===== src/rtl/fetch_pkg.sv =====
// Shared types and constants for the instruction fetch sequencer.
package fetch_pkg;

    typedef enum logic [1:0] {
        REQ  = 2'd0,
        WAIT = 2'd1,
        HOLD = 2'd2
    } fetch_state_e;

    localparam int          INST_BYTES       = 4;
    localparam logic [31:0] NOP_INST         = 32'h0000_0013;
    localparam logic [63:0] DEFAULT_RESET_PC = 64'h0;

endpackage


===== src/rtl/fetch_ctrl.sv =====
// Fetch sequencer: one outstanding imem request, one-entry buffer to decode; REQ/WAIT/HOLD gives 3 cycles/inst.
// Backpressure: decode holds the buffer (and stops new requests) via inst_ready; redirects squash wrong-path words.
module fetch_ctrl
    import fetch_pkg::*;
#(
    parameter int              PC_W     = 64,
    parameter logic [PC_W-1:0] RESET_PC = PC_W'(DEFAULT_RESET_PC),
    parameter int              CNT_W    = 32
) (
    input  logic             clk,
    input  logic             rst,
    output logic             imem_req_valid,
    input  logic             imem_req_ready,
    output logic [PC_W-1:0]  imem_addr,
    input  logic             imem_rsp_valid,
    input  logic [31:0]      imem_rsp_data,
    output logic             inst_valid,
    input  logic             inst_ready,
    output logic [31:0]      inst,
    output logic [PC_W-1:0]  inst_pc,
    input  logic             redirect_valid,
    input  logic [PC_W-1:0]  redirect_pc,
    output logic [CNT_W-1:0] fetch_cnt,
    output logic [CNT_W-1:0] squash_cnt
);

    fetch_state_e     r_state;
    fetch_state_e     w_state_nxt;
    logic             r_sq;
    logic [PC_W-1:0]  r_pc;
    logic [PC_W-1:0]  r_inst_pc;
    logic [31:0]      r_inst;
    logic [CNT_W-1:0] r_fetch_cnt;
    logic [CNT_W-1:0] r_squash_cnt;

    logic [PC_W-1:0]  w_redir_pc;
    logic             w_accept;
    logic             w_rsp;
    logic             w_capture;
    logic             w_deliver;
    logic             w_squash;
    logic             w_unused;

    assign w_redir_pc = {redirect_pc[PC_W-1:2], 2'b00};
    assign w_unused   = ^redirect_pc[1:0];

    assign w_accept  = (r_state == REQ) && imem_req_ready;
    assign w_rsp     = (r_state == WAIT) && imem_rsp_valid;
    // A response is kept only if no redirect has touched it, either earlier (sq) or now.
    assign w_capture = w_rsp && !r_sq && !redirect_valid;
    assign w_deliver = (r_state == HOLD) && inst_ready && !redirect_valid;
    assign w_squash  = (w_rsp && (r_sq || redirect_valid)) ||
                       ((r_state == HOLD) && redirect_valid);

    always_ff @(posedge clk or posedge rst) begin
        if (rst) begin
            r_state <= REQ;
        end else begin
            r_state <= w_state_nxt;
        end
    end

    always_comb begin
        w_state_nxt = r_state;
        case (r_state)
            REQ:     if (imem_req_ready) w_state_nxt = WAIT;
            WAIT:    if (imem_rsp_valid) w_state_nxt = w_capture ? HOLD : REQ;
            HOLD:    if (redirect_valid || inst_ready) w_state_nxt = REQ;
            default: w_state_nxt = REQ;
        endcase
    end

    always_comb begin
        imem_req_valid = (r_state == REQ);
        inst_valid     = (r_state == HOLD);
    end

    always_ff @(posedge clk or posedge rst) begin
        if (rst) begin
            r_sq      <= 1'b0;
            r_pc      <= RESET_PC;
            r_inst    <= NOP_INST;
            r_inst_pc <= '0;
        end else begin
            if (w_accept) begin
                r_sq <= redirect_valid;
            end else if (w_rsp) begin
                r_sq <= 1'b0;
            end else if ((r_state == WAIT) && redirect_valid) begin
                r_sq <= 1'b1;
            end

            if (redirect_valid) begin
                r_pc <= w_redir_pc;
            end else if (w_deliver) begin
                r_pc <= r_pc + PC_W'(INST_BYTES);
            end

            if (w_capture) begin
                r_inst    <= imem_rsp_data;
                r_inst_pc <= r_pc;
            end
        end
    end

    always_ff @(posedge clk or posedge rst) begin
        if (rst) begin
            r_fetch_cnt  <= '0;
            r_squash_cnt <= '0;
        end else begin
            if (w_deliver) r_fetch_cnt  <= r_fetch_cnt + CNT_W'(1);
            if (w_squash)  r_squash_cnt <= r_squash_cnt + CNT_W'(1);
        end
    end

    assign imem_addr  = r_pc;
    assign inst       = r_inst;
    assign inst_pc    = r_inst_pc;
    assign fetch_cnt  = r_fetch_cnt;
    assign squash_cnt = r_squash_cnt;

endmodule


===== config.mk =====
export PLATFORM = sky130hd
export DESIGN_NAME = fetch_ctrl
export DESIGN_NICKNAME = d
export VERILOG_FILES = /design/src/rtl/fetch_pkg.sv /design/src/rtl/fetch_ctrl.sv
export SDC_FILE = /design/constraint.sdc
export NUM_CORES = 1
export LEC_CHECK = 0
export ABC_AREA = 0
export CAP_MARGIN = 10
export CORE_MARGIN = 4
export CORE_UTILIZATION = 40
export CTS_CLUSTER_DIAMETER = 60
export CTS_CLUSTER_SIZE = 8
export DETAILED_ROUTE_END_ITERATION = 12
export GPL_TIMING_DRIVEN = 0
export PLACE_DENSITY = 0.74
export REMOVE_ABC_BUFFERS = 1
export SYNTH_ARGS = -nofsm -noshare
export SYNTH_HDL_FRONTEND = slang
export SYNTH_SLANG_ARGS = --single-unit

===== constraint.sdc =====
create_clock -name clk -period 7.65 [get_ports clk]
set_input_delay 1.53 -clock clk [delete_from_list [all_inputs] [get_ports clk]]
set_output_delay 1.53 -clock clk [all_outputs]
set_load 0.005 [all_outputs]

After elaboration in Yosys (flattened, before gate mapping)
Cells that the tools add are included.

Register bits: 227. Input port bits: 102.

Add/subtract/negate cells: 3. Equal/unequal tests: 5. Mux-type cells: 10. Reductions and logical operators: 18.

Operator list (number): 2-to-1 mux 64 bit (2); adder 32 x 1 -> 32 bit (second input constant) (2); adder 64 x 3 -> 64 bit (second input constant) (1); logical AND 1 bit (9); 2-to-1 mux 2 bit (4); one-hot mux 2 bit (3 select lines) (1); != test 2 x 1 -> 1 bit (second input constant) (2); logical OR 1 bit (3); 2-to-1 mux 1 bit (3); AND reduction 3 bit (1); nonzero test 3 bit (1); equality test 2 x 1 -> 1 bit (second input constant) (1); equality test 2 bit (second input constant) (1); logical NOT 1 bit (2); logical NOT 2 bit (1); != test 2 bit (second input constant) (1); nonzero test 2 bit (1).

Depth between registers and ports, before layout
Depth after elaboration: 7. Mapped depth: 8. Depth with buffers taken out: 6.

Least setup slack after synthesis
OpenSTA, ideal clock, no wires.

Path kind: in2reg. From: input inst_ready. To: register r_fetch_cnt[24] (netlist: fetch_cnt[24]). Library setup time: 0.123 ns. Arrival: 2.930 ns. Data required time: 7.527 ns. Setup slack: 4.597 ns. Cell stages on the path: 6. Path buffers: 1. Cells stage by stage: nor4bb_1 clkbuf_1 nand3_1 nor3_1 nand4_1 xnor2_1.

Word-level cells in the longest chain between the ends: 2.

Ends and longest elaborated chain: from (decl) (RTL line fetch_ctrl.sv:18) `input logic inst_ready,`; logical AND 1 bit (2 in series) (RTL line fetch_ctrl.sv:51) `assign w_deliver = (r_state == HOLD) && inst_ready && !redirect_valid;`; to (signal assigned) (RTL line fetch_ctrl.sv:111) `if (w_deliver) r_fetch_cnt <= r_fetch_cnt + CNT_W'(1);`; to (decl) (RTL line fetch_ctrl.sv:33) `logic [CNT_W-1:0] r_fetch_cnt;`.

Every way passes these cells. A chain may end at the register's enable or synchronous reset.

Worst setup path in the final report
Ends and elaborated chain as after synthesis.

==> metrics.csv <==
stage;metric;value;unit
finish;seqCellArea;5580;µm²
die;die_w;167;µm
setup_path;slowest_stage;nor4bb_1;
finish;drive_gt1_share;12.2;%
setup_path;reg2regPathDepth;5;
finish;final_net_count;1355;
setup_path;r2r_start;imem_addr[4];
yosys;synth_edf_count;0;
sta;fin_setup_tns;0;ns
setup_path;critPathKind;input pin to register;
placed_design;dp.cells;1538;
routing;wl_per_cell;18.8;µm
cts;cts.sinks;223;
min_path;hold_class;register to register;
cts;cts_buffers;34;
yosys;async_flop_share;100;%
placed_design;gp_congestion;0.839;
die;die_h;167;µm
sta;layout_setup_ws;3.55;ns
finish;multiInputGateArea;4300;µm²
yosys;synth_seq_cells;223;
setup_path;start_kind;input pin;
pwr;p_per_area;288;nW/µm²
pwr;total_power;4.23;mW
yosys;ys_types;45;
setup_path;path_cells;clkdlybuf4s50_1, nor4bb_1, nand3_1, nor3_1, nand4_1, xnor2_1;
setup_path;slowest_delay;0.85;ns
sta;fin_crit_sh;53.6;%
finish;syn_to_final_growth;45.3;%
setup_path;end_kind;register;
grt;grt_usage;20.9;%
sta;worst_slew_pin_slew;1.24;ns
cts;clk_path_buf_depth;3;
setup_path;path_delay_family;simple AND/OR/NAND/NOR gates;
routing;routed_via_density;5.25;
die;die-area;27900;µm²
routing;drc;0;
yosys;yosysSeqAreaShare;55.2;%
finish;postLayoutCoreUtil;59.7;%
setup_path;worst_ep_required_time;8.02;ns
yosys;yosys_warnings;0;
die;rows;57;
setup_path;critPathBufInv;1;
grt;gr-total-overflow;0;
cts;clk_latency;0.49;ns
grt;first_global_vias;8442;
die;ios;328;
setup_path;timing.rr.end;imem_addr[57];
min_path;worstHoldStart;fetch_cnt[31];
sta;min_period;4.10;ns
placed_design;dp_hpwl;21.0;mm
routing;vias;8326;
sta;clock-skew-final;0.0120;ns
pwr;p_leak;6.08;nW
routing;detail-route-antenna-nets;0;
placed_design;io_buffers;321;
sta;slew_violations;0;
yosys;ys.flop_type;dfrtp_1;
die;fp.coreArea;24600;µm²
cts;cts-resized-gates;0;
placed_design;place_ws;3.01;ns
cts;root_buffer;clkbuf_16;
setup_path;critPathArrivalTime;4.47;ns
setup_path;cp_max_fo;7;
cts;tritoncts;built;
sta;slew_headroom;16.4;%
yosys;synth.avg_cell_area;11.0;µm²
finish;final_cells;1586;
setup_path;r2r_slack;4.13;ns
cts;clkTransAtPathRegs;0.05;ns
routing;wl;29.8;mm
cts;postCtsSetupBuffers;0;
grt;antenna_found_initial;2;
sta;clock.fmax;244;MHz
yosys;synth_cells;922;
yosys;synth_area;10100;µm²
cts;hold_buffers;0;
min_path;hold_path_depth;1;
min_path;min_to;fetch_cnt[31];
sta;rsz0062_at_grt;false;
setup_path;crit_cells;6;
sta;setup_violations;0;
cts;htreeDepth;2;
die;initial_core_util;41.1;%
grt;grt_pass1_wl;47.4;mm
routing;dr.pass1.iters;4;
pwr;vdd_drop_max;213;µV
run;drv_cap;0;
routing;drtIter0Drc;507;
finish;n_fill_cell;2073;
grt;grt_max_degree;118;
sta;finalHoldViolations;0;
outcome;status;completed;
==> metrics by stage <==
step,instance area (µm²),hold slack (ns)
floorplan,9960,0.465
global placement,13600,0.457
detailed placement,13700,0.463
CTS,14700,0.472
global route,14700,0.499
finish,14700,0.470
==> layer usage <==
| layer | part of all wire, % | GRT usage (%) |
|---|---|---|
| met5 | 0.054 | 0 |
| met4 | 2.1 | 5.73 |
| met3 | 8.4 | 6.85 |
| met2 | 47 | 33.9 |
| met1 | 43 | 27.0 |
==> worst max-delay path by stage <==
| stage | start | endpoint | slack (ns) |
|---|---|---|---|
| after global routing | inst_ready | fetch_cnt[24] | 3.37 |
| after floorplan | rst | fetch_cnt[0] | 0.02 |
| final | inst_ready | fetch_cnt[24] | 3.55 |
| after global placement | rst | inst_pc[49] | -3.11 |
| after CTS | inst_ready | fetch_cnt[24] | 3.53 |
| after detailed placement | inst_ready | fetch_cnt[24] | 3.01 |
==> power breakdown <==
| group | total (mW) | leakage [nW] | internal [mW] | switching, mW |
|---|---|---|---|---|
| Combinational | 1.13 | 2.86 | 0.770 | 0.362 |
| Clock | 1.40 | 0.487 | 0.902 | 0.495 |
| Sequential | 1.70 | 2.74 | 1.49 | 0.209 |
==> cells by family (layout without fill, tap and decap cells) <==
kind of cell	Yosys count	in the layout	share of synthesized area (%)
DFF	223	223	55.2
and+or+nand+nor	348	348	17.8
AOI/OAI and AO/OA	93	93	5.15
adders and majority gates	3	3	0.371
buffers and inverters	62	398	2.55
other	1	5	0.0371
xor gates and xnor gates	99	99	8.57
muxes	93	93	10.3
==> Yosys cell counts, types with 4 or more instances <==
master    number  area [µm²]
a31oi_1       21         131
and2_1         4        25.0
and3_1        12        75.1
buf_2          5        25.0
buf_4          5        37.5
clkbuf_1      27         101
dfrtp_1      220        5510
inv_1         24        90.1
mux2_2        90        1010
nand2_1       98         368
nand3_1       39         195
nand4_1       50         313
nor2_1        63         236
nor3_1        20         100
nor4_1        11        68.8
o21ai_0       62         310
or3_1         19         119
or4_1          6        45.0
xnor2_1       46         403
xor2_1        53         464
==> registers in the layout (all words and copies together), names as in the netlist <==
register    count
imem_addr      62
inst_pc        62
fetch_cnt      32
inst           32
squash_cnt     32
r_state         2
r_sq            1
==> worst register-to-register path, cell delays in order, from the launching register on <==
cell and delay [ns]:
dfrtp_1 0.50, nand4_2 0.27, nor4_2 1.03, nand4_1 0.83, or4b_1 0.72, nand3_1 0.09
==> cell usage in the layout, fill, tap and decap left out, types with 8 or more instances in the layout <==
master / n
nor2_1: 63
xnor2_1: 46
clkbuf_1: 8
nand3_1: 39
o21ai_0: 62
clkdlybuf4s50_1: 320
nor4_1: 10
dfrtp_1: 220
xor2_1: 53
nand2_1: 97
nand4_1: 50
inv_1: 23
or3_1: 19
clkbuf_16: 37
and3_1: 12
nor3_1: 20
a31oi_1: 21
mux2_2: 90
==> area by class of cell <==
| type | count | area share (%) |
|---|---|---|
| antenna | 1 | 0.0170 |
| clock buffer | 46 | 6.60 |
| clock inverter | 1 | 0.204 |
| inverter | 25 | 0.690 |
| multi-input combinational | 640 | 29.3 |
| sequential | 223 | 38.0 |
| tap | 324 | 2.76 |
| timing repair buffer | 326 | 22.4 |
Power figures use the tool's default switching activity.
